## config.mk

```make
export PLATFORM = sky130hd
export DESIGN_NAME = clint_tl_arbiter
export DESIGN_NICKNAME = d
export VERILOG_FILES = /design/src/rtl/clint_tl_arbiter.sv
export SDC_FILE = /design/constraint.sdc
export NUM_CORES = 1
export LEC_CHECK = 0
export CAP_MARGIN = 20
export CORE_AREA = 2 2 122 124
export CTS_BUF_LIST = sky130_fd_sc_hd__clkbuf_4
export CTS_CLUSTER_SIZE = 20
export DETAILED_ROUTE_END_ITERATION = 8
export DIE_AREA = 0 0 124 126
export PLACE_DENSITY = 0.75
export SLEW_MARGIN = 40
export SYNTH_ARGS = -nofsm -noshare
export SYNTH_HDL_FRONTEND = slang
export SYNTH_SLANG_ARGS = --single-unit
```

## constraint.sdc

```tcl
create_clock -name arb_clock_i -period 4.2 [get_ports arb_clock_i]
set_input_delay 0.42 -clock arb_clock_i [delete_from_list [all_inputs] [get_ports arb_clock_i]]
set_output_delay 0.42 -clock arb_clock_i [all_outputs]
set_load 0.02 [all_outputs]
```

## src/rtl/clint_tl_arbiter.sv

```systemverilog
// -----------------------------------------------------------------------------
// clint_tl_arbiter
//
// Shares the single TileLink-UL slave port of the CLINT between NREQ masters
// (harts / debug). Channel A is round-robin arbitrated into one registered
// slot; the winning requester index is prepended to the forwarded source so
// that channel D responses can be routed back combinationally. An outstanding
// request credit counter bounds how many accepted requests may still be
// waiting for their D response.
//
// A-stage slot state (ST_EMPTY / ST_FULL) is exported directly as s_a_valid.
//
// Handshake semantics (both channels, both sides): a beat transfers on a
// rising clock edge where valid and ready are both high. A valid, once
// raised, is held with stable bits until it transfers; ready may depend
// combinationally on valid.
//
// Ports
//   arb_clock_i  in   1                clock
//   arb_reset_i  in   1                synchronous, active-high reset
//   m_a_bits     in   NREQ*(TL_RS+62)  per master {source,size,data,mask,opcode,param,address}
//   m_a_valid    in   NREQ             per-master A valid
//   m_a_ready    out  NREQ             per-master A ready (one-hot or zero)
//   m_d_bits     out  TL_RS+43         broadcast {opcode,param,size,source,denied,data,corrupt}
//   m_d_valid    out  NREQ             per-master D valid (one-hot or zero)
//   m_d_ready    in   NREQ             per-master D ready
//   s_a_bits     out  TL_RS+IW+62      to CLINT, source = {index, master source}
//   s_a_valid    out  1                to CLINT A valid (registered)
//   s_a_ready    in   1                CLINT A ready
//   s_d_bits     in   TL_RS+IW+43      from CLINT D, widened source
//   s_d_valid    in   1                CLINT D valid
//   s_d_ready    out  1                CLINT D ready
//   arb_err_o    out  1                pulse: D response with index >= NREQ dropped
// -----------------------------------------------------------------------------
module clint_tl_arbiter #(
    parameter int NREQ   = 2,
    parameter int TL_RS  = 4,
    parameter int MAXOUT = 4,
    localparam int IW    = (NREQ == 1) ? 1 : $clog2(NREQ),
    localparam int AW    = TL_RS + 62,
    localparam int SAW   = TL_RS + IW + 62,
    localparam int DW    = TL_RS + 43,
    localparam int SDW   = TL_RS + IW + 43
) (
    input  logic                 arb_clock_i,
    input  logic                 arb_reset_i,
    input  logic [NREQ*AW-1:0]   m_a_bits,
    input  logic [NREQ-1:0]      m_a_valid,
    output logic [NREQ-1:0]      m_a_ready,
    output logic [DW-1:0]        m_d_bits,
    output logic [NREQ-1:0]      m_d_valid,
    input  logic [NREQ-1:0]      m_d_ready,
    output logic [SAW-1:0]       s_a_bits,
    output logic                 s_a_valid,
    input  logic                 s_a_ready,
    input  logic [SDW-1:0]       s_d_bits,
    input  logic                 s_d_valid,
    output logic                 s_d_ready,
    output logic                 arb_err_o
);

    localparam logic [3:0] MAXOUT_C = 4'(MAXOUT);
    // Source field of a D beat starts above corrupt(1) + data(32) + denied(1).
    localparam int D_SRC_LSB = 34;

    typedef enum logic {
        ST_EMPTY = 1'b0,
        ST_FULL  = 1'b1
    } a_state_t;

    a_state_t         a_state_q, a_state_d;
    logic [SAW-1:0]   a_bits_q, a_bits_d;
    logic [IW-1:0]    rr_q, rr_d;
    logic [3:0]       cnt_q, cnt_d;
    logic             err_q, err_d;

    logic             gnt_found;
    logic [IW-1:0]    gnt_idx;
    logic [AW-1:0]    sel_bits;
    logic             free, credit, accept;

    logic [IW-1:0]    d_idx;
    logic             d_idx_ok, d_sel_ready, d_hs;

    // Round-robin search starting one past the last winner.
    always_comb begin
        gnt_found = 1'b0;
        gnt_idx   = '0;
        for (int k = 1; k <= NREQ; k++) begin
            if (!gnt_found && m_a_valid[(int'(rr_q) + k) % NREQ]) begin
                gnt_found = 1'b1;
                gnt_idx   = IW'((int'(rr_q) + k) % NREQ);
            end
        end
    end

    always_comb begin
        sel_bits = '0;
        for (int k = 0; k < NREQ; k++) begin
            if (gnt_idx == IW'(k)) sel_bits = m_a_bits[k*AW +: AW];
        end
    end

    assign free   = (a_state_q == ST_EMPTY) | s_a_ready;
    assign credit = (cnt_q < MAXOUT_C);
    assign accept = gnt_found & free & credit;

    always_comb begin
        m_a_ready = '0;
        for (int k = 0; k < NREQ; k++) begin
            m_a_ready[k] = free & credit & gnt_found & (gnt_idx == IW'(k));
        end
    end

    // D routing: indices with no matching master are sunk and flagged.
    assign d_idx = s_d_bits[D_SRC_LSB + TL_RS +: IW];

    always_comb begin
        d_idx_ok    = 1'b0;
        d_sel_ready = 1'b0;
        m_d_valid   = '0;
        for (int k = 0; k < NREQ; k++) begin
            if (d_idx == IW'(k)) begin
                d_idx_ok     = 1'b1;
                d_sel_ready  = m_d_ready[k];
                m_d_valid[k] = s_d_valid;
            end
        end
    end

    assign s_d_ready = d_idx_ok ? d_sel_ready : 1'b1;
    assign d_hs      = s_d_valid & s_d_ready;
    assign m_d_bits  = {s_d_bits[SDW-1 -: 9], s_d_bits[D_SRC_LSB + TL_RS - 1:0]};

    always_comb begin
        a_state_d = a_state_q;
        a_bits_d  = a_bits_q;
        rr_d      = rr_q;
        cnt_d     = cnt_q;
        err_d     = s_d_valid & ~d_idx_ok;

        // A full slot that is not draining blocks accept (free=0), so its
        // bits stay stable until the CLINT takes them.
        if (accept) begin
            a_state_d = ST_FULL;
            a_bits_d  = {gnt_idx, sel_bits};
            rr_d      = gnt_idx;
        end else if (s_a_ready) begin
            a_state_d = ST_EMPTY;
        end

        if (accept && !d_hs) begin
            cnt_d = cnt_q + 4'd1;
        end else if (!accept && d_hs && cnt_q != 4'd0) begin
            cnt_d = cnt_q - 4'd1;
        end
    end

    always_ff @(posedge arb_clock_i) begin
        if (arb_reset_i) begin
            a_state_q <= ST_EMPTY;
            a_bits_q  <= '0;
            rr_q      <= IW'(NREQ - 1);
            cnt_q     <= 4'd0;
            err_q     <= 1'b0;
        end else begin
            a_state_q <= a_state_d;
            a_bits_q  <= a_bits_d;
            rr_q      <= rr_d;
            cnt_q     <= cnt_d;
            err_q     <= err_d;
        end
    end

    assign s_a_valid = (a_state_q == ST_FULL);
    assign s_a_bits  = a_bits_q;
    assign arb_err_o = err_q;

endmodule

```

Yosys cells after proc, flatten, opt, wreduce, memory -nomap -nowiden
Cells that the tools add are included.
- add/subtract/negate cells: 4
- $lt $le $gt $ge: 3
- mux-type cells: 18
- bitwise operators: 12
- reduce and logical (&&, ||, !) cells: 10
- operators with widths (kind ; count):
    $mux W66 ; 1
    $mux W1 ; 15
    $mux W4 ; 2
    $and A1 B1 Y1 ; 7
    $lt A2 B3 Y1 const B ; 2
    $add A4 B1 Y4 const B ; 1
    $logic_and A1 B1 Y1 ; 4
    $lt A4 B3 Y1 const B ; 1
    $reduce_bool A2 Y1 ; 2
    $reduce_bool A4 Y1 ; 1
    $sub A4 B1 Y4 const B ; 1
    $logic_not A1 Y1 ; 3
    $add A1 B1 Y1 const B ; 2
    $and A1 B1 Y1 const A ; 2
    $not A1 Y1 ; 2
    $or A1 B1 Y1 ; 1
- register bits after elaboration: 73
- input bits: 188
- output and inout bits: 121
- word-level logic and storage cells: 51

Depth between registers and ports, before layout
Gate-level depths: netlist of run 1.
- depth after elaboration: 16
- depth in mapped cells: 9
- gate-level depth less buffers: 8

Worst setup path before layout of run 1
Ideal clock, no wire load.
- kind: in2reg
- start point: in s_d_bits[38]
- end point: reg cnt_q[3]
- library setup time: 0.121 ns
- arrival: 2.423 ns
- required time: 4.079 ns
- path slack: 1.655 ns
- cell stages on the path: 8
- buffers on the path: 0
- cell sequence: mux2_4 -> a2111oi_4 -> inv_1 -> ha_1 -> a21oi_1 -> nand2_1 -> a22oi_2 -> mux2_4
- word-level cells in the longest chain between the ends: 5
- elaborated cells between the ends (all ways): 8
- those cells by class: 2 x mux; 1 x bitwise; 5 x reduce/logical
- ends and longest elaborated chain (item ; line ; source):
    start: declaration ; 56 ; input logic [SDW-1:0] s_d_bits,
    $mux W1 * ; 123 ; if (d_idx == IW'(k)) begin
    $and A1 B1 Y1 * ; 132 ; assign d_hs = s_d_valid & s_d_ready;
    $logic_not A1 Y1 or $logic_and A1 B1 Y1 (tied branches) ; 152, 154 ;
    $logic_and A1 B1 Y1 (on tied branches) ; 152, 154 ;
    $mux W4 or $reduce_bool A2 Y1 (tied branches) ; n/a ;
    end signal: assignment ; 170 ; cnt_q <= cnt_d;
    end: declaration ; 74 ; logic [3:0] cnt_q, cnt_d;
Mark *: on every way between the ends. The rest lies on a longest branch, timed or not.
A chain may end at the register's enable or synchronous reset.

Final worst setup path of run 1
- start point: reg cnt_q[2]
- end point: out m_a_ready[0]
- word-level cells in the longest chain between the ends: 4
- ends and longest elaborated chain (item ; line ; source):
    $lt A4 B3 Y1 ; 105 ; assign credit = (cnt_q < MAXOUT_C);
    $and A1 B1 Y1 (3 in series) ; 111 ; m_a_ready[k] = free & credit & gnt_found & (gnt_idx == IW'(k));
    end: declaration ; 49 ; output logic [NREQ-1:0] m_a_ready,
Every way passes these cells.

==> impl_metrics.toml, run 1 <==
[logic_synthesis]
yosysWarnings = 0
syn-cell-area_um2 = 3740
synth_nets = 587
syn_avg_cell_area_um2 = 9.44
synth_seq_cells = 73
postSynthCellCount = 396
yosysSeqAreaShare_pct = 39.1
synth.distinct_cells = 38

[clocking]
clock_tree.root_cell = "clkbuf_4"
clockBufferDepth = 2
cts-buffers-inserted = 9
cts_hold_buf = 0
cts.htree.levels = 3
post_cts_resize_count = 0
worstSkewPairLatency_ns = 0.42
clk_pin_slew_ns = 0.11
cts_tree = "built"
clock-sinks = 73
post_cts_buffers = 0

[drt]
wirelength_um = 10600
dr.pass1.iters = 4
wl_per_cell_um = 14.4
drc = 0
m1WireLength_um = 3970
via_count = 3384
maxUsedRoutingLayer = "met4"
drtIter0Drc = 115
wl_met3_um = 1030
avgViaCountPerCell = 4.60
wl_met2_um = 5260
ant_nets = 0

[sta]
rsz0062_at_grt = "false"
finClkSkew_ns = 0.0112
post-route-min-period_ns = 2.81
timing.hold.ws_ns = 0.464
setup_viol = 0
tightest_slew_ns = 0.783
min_period_over_period_pct = 66.8
finalMaxSlewViolations = 0
tns_ns = 0
maxSlewHeadroom_pct = 47.8
hold_viol_final = 0
timing.fmax_ghz = 0.356

[setup_path]
path_cells = "or2_0, or3_1, nor2_1, clkdlybuf4s50_1"
worst-setup-path-type = "flop to output port"
crit_slowest_cell = "clkdlybuf4s50_1"
cp.required_ns = 3.78
slowest_delay_ns = 0.63
cp_max_fo = 6
cp-start-kind = "flop"
crit_arrival_ns = 2.39
endpoint_kind = "output port"
reg2reg_depth = 8

[power]
p_int_mw = 2.06
peakVddDrop_mv = 0.225
combPwrFrac_pct = 52.5
switchingPower_mw = 1.34
p_leak_nw = 2.19
p_per_area_nw_per_um2 = 585
total_power_mw = 3.40
swShare_pct = 39.3
pwr-share-seq_pct = 31.3
p_clk_share_pct = 16.2

[layout]
fin_nets = 737
drive_gt1_share_pct = 5.08
syn_to_final_growth_pct = 55.5
final_common_cell = "clkdlybuf4s50_1"
layout_common_cells = "clkdlybuf4s50_1, dfxtp_1, nor2_1"

[global_route]
grt_pass1_wl_um = 16300
grt_overflow = 0
track_usage_pct = 13.5
grt_max_degree = 67
antenna_found_initial = 1
grt_pass1_vias = 3436

[min_path]
hold_class = "flop to flop"
whs_path_depth = 2

[die]
start_util_pct = 26.1
die_w_um = 124
io_pins = 309
core_area_um2 = 14300
die_h_um = 126
die_area_um2 = 15600
num_rows = 44

[placement]
gp_congestion = 0.807
io_buffers = 213
dpl.hpwl_um = 8360

[run]
maxCapViolCount = 0

[outcome]
outcome = "complete, no violations"
power groups by stage:
stage	clock network [mW]	logic [mW]	registers, mW
2_1_floorplan	0	0.917	1.32
3_3_place_gp	0	1.74	1.07
3_5_place_dp	0	1.80	1.08
4_1_cts	0.579	1.80	1.07
5_1_grt	0.598	1.94	1.10
6_report	0.549	1.78	1.06
worst max-delay path, delay by kind of cell, from the launching register on:
kind / cells / cell delay, ns
flops: 1 / 0.35
simple gates: 3 / 0.99
buf+inv: 1 / 0.63
through the flow:
step	instances	setup slack, ns	area, µm²	util (%)
after floorplan	396	1.66	3740	-
final	736	1.39	5810	40.6
after detailed placement	719	0.975	5630	39.3
after global routing	736	1.25	5810	40.6
after global placement	719	1.10	5630	39.3
after CTS	735	1.31	5810	40.6
synthesized netlist by cell type (all sizes together):
library cell / number / area [µm²]
dfxtp: 73 / 1460
nor2: 70 / 263
buf: 69 / 475
a211oi: 67 / 503
mux2i: 66 / 661
clkbuf: 10 / 41.3
a21oi: 4 / 20.0
nand2: 4 / 15.0
ha: 2 / 25.0
inv: 2 / 7.51
mux2: 2 / 30.0
nand2b: 2 / 12.5
nor2b: 2 / 12.5
nor3: 2 / 21.3
a2111oi: 1 / 27.5
a211o: 1 / 8.76
a21boi: 1 / 7.51
a22oi: 1 / 12.5
and2: 1 / 6.26
and2b: 1 / 7.51
and3: 1 / 6.26
conb: 1 / 3.75
fa: 1 / 20.0
nand3: 1 / 5.00
nand3b: 1 / 7.51
nor4: 1 / 6.26
o21a: 1 / 7.51
o21ai: 1 / 5.00
o21ba: 1 / 10.0
o311a: 1 / 10.0
o32ai: 1 / 8.76
or2: 1 / 6.26
or3: 1 / 6.26
or4: 1 / 7.51
xnor2: 1 / 8.76
flip-flops by register name, indices dropped and copies added (netlist names):
signal,cells
rr_q,1
cnt_q,4
s_a_valid,1
s_a_bits,67
per-layer routing:
metal	GRT usage [%]	vias up
met2	23.7	152
met4	8.20	0
met3	4.48	31
met5	0	-
met1	13.7	1533
li1	-	1668
logic make-up after synthesis:
| group | after synthesis | synth area share [%] |
|---|---|---|
| AND/OR/NAND/NOR | 89 | 10.2 |
| buffers and inverters | 81 | 14.0 |
| AO/OA/AOI/OAI | 80 | 16.6 |
| flip-flops | 73 | 39.1 |
| multiplexers | 68 | 18.5 |
| adder cells (fa/ha/maj) | 3 | 1.21 |
| other | 1 | 0.100 |
| XOR/XNOR | 1 | 0.234 |
final cells by class:
class	instances	area, µm²
timing repair buffer	218	2160
inverter	2	7.51
antenna	1	2.50
multi-input combinational	242	1760
tap	184	230
clock inverter	6	106
fill	1432	8500
sequential	73	1460
clock buffer	10	75.1
path summary, 6_finish.rpt:
check	start	to	slack [ns]
min	s_a_bits[66]	s_a_bits[66]	0.46
max	cnt_q[2]	m_a_ready[0]	1.39
max reg2reg	cnt_q[2]	cnt_q[3]	1.56
min reg2reg	s_a_bits[66]	s_a_bits[66]	0.46
Note: power is estimated with default switching activity, not from simulation.
==> run 2, diff against run 1 <==
clock period = 2.94 ns   (was 4.2 ns; I/O delays follow)
==> impl_metrics.toml, run 2 (synthesized netlist as in run 1, its figures left out) <==
[outcome]
outcome = "complete, no violations"

[sta]
timing.hold.ws_ns = 0.331
post-route-min-period_ns = 2.74
maxSlewHeadroom_pct = 59.5
finClkSkew_ns = 0.0114
min_period_over_period_pct = 93.3
tns_ns = 0
hold_viol_final = 0
finalMaxSlewViolations = 0
setup_viol = 0
tightest_slew_ns = 0.606
rsz0062_at_grt = "false"
timing.fmax_ghz = 0.365

[power]
p_per_area_nw_per_um2 = 840
p_leak_nw = 2.20
peakVddDrop_mv = 0.395

[drt]
drtIter0Drc = 103
via_count = 3385
ant_nets = 0
maxUsedRoutingLayer = "met4"
wl_met3_um = 1090
wl_met2_um = 5270
m1WireLength_um = 4100
avgViaCountPerCell = 4.59
wirelength_um = 10900
wl_per_cell_um = 14.7
dr.pass1.iters = 4
drc = 0

[layout]
stdcell_count = 737
fill_cells = 1418
final_common_cell = "clkdlybuf4s50_1"
layout_common_cells = "clkdlybuf4s50_1, dfxtp_1, nor2_1"
seq_area_um2 = 1460
final_cell_area_um2 = 5830
multi_input_area_um2 = 1760
drive_gt1_share_pct = 5.26
fin_nets = 738
final_util_pct = 40.7
largest_reg_flops = 67
syn_to_final_growth_pct = 56.0

[clocking]
cts_hold_buf = 0
post_cts_buffers = 0
post_cts_resize_count = 0
clockBufferDepth = 2
clk_pin_slew_ns = 0.11
cts_tree = "built"
clock_tree.root_cell = "clkbuf_4"
cts-buffers-inserted = 9
cts.htree.levels = 3
clock-sinks = 73
worstSkewPairLatency_ns = 0.46

[run]
maxCapViolCount = 0

[placement]
gp_congestion = 0.754
io_buffers = 213
dpl.hpwl_um = 8330
dp.cells = 720
dpl_cell_area_um2 = 5650

[global_route]
track_usage_pct = 13.9
grt_overflow = 0
grt_max_degree = 133
grt_pass1_wl_um = 16600
grt_pass1_vias = 3426
antenna_found_initial = 2

[setup_path]
endpoint_kind = "output port"
cp_max_fo = 6
worst-setup-path-type = "flop to output port"
cp-start-kind = "flop"
cp.required_ns = 2.65
r2r-start = "cnt_q[3]"
crit_arrival_ns = 2.45
startpoint = "cnt_q[3]"

[die]
io_pins = 309
num_rows = 44
die_h_um = 126
die_w_um = 124
start_util_pct = 26.1
die_area_um2 = 15600
core_area_um2 = 14300

[min_path]
min-delay-start = "arb_reset_i"
hold_class = "primary input to flop"
==> run 2: cell type report <==
class                           instances  area share, %
Tap cell                              184           3.95
Clock buffer                            9           1.16
Timing Repair Buffer                  219           37.5
Antenna cell                            2         0.0859
Multi-Input combinational cell        242           30.2
Inverter                                2          0.129
Clock inverter                          6           1.85
Sequential cell                        73           25.1
==> run 2: final timing paths <==
path	endpoint	slack [ns]	depth (start not counted)
setup / recovery	m_a_ready[0]	0.20	4
hold reg to reg	s_a_bits[66]	0.49	2
hold / removal	cnt_q[2]	0.33	2
setup reg to reg	cnt_q[3]	0.46	8
==> run 2: layer usage <==
layer	global-route usage [%]	vias up
met5	0	-
met4	8.33	0
met3	5.71	38
met2	23.5	147
met1	14.1	1525
li1	-	1675
==> run 2: power breakdown <==
group          switching (mW)  internal, mW  total, mW
Combinational            1.38          1.20       2.58
Sequential              0.192          1.33       1.52
Clock                   0.369         0.422      0.792
Total                    1.94          2.95       4.89
==> run 2: metrics by stage <==
step	worst slack (ns)	total power, mW
finish	0.197	4.89
global route	0.0324	5.24
CTS	0.159	4.95
detailed placement	-0.0139	4.14
global placement	0.117	4.05
floorplan	0.521	3.19
==> run 2: critical path, cell delays in order (launching register included) <==
cell,delay [ns]
dfxtp_1,0.35
or2_0,0.38
or3_1,0.46
nor2_1,0.16
clkdlybuf4s50_1,0.65
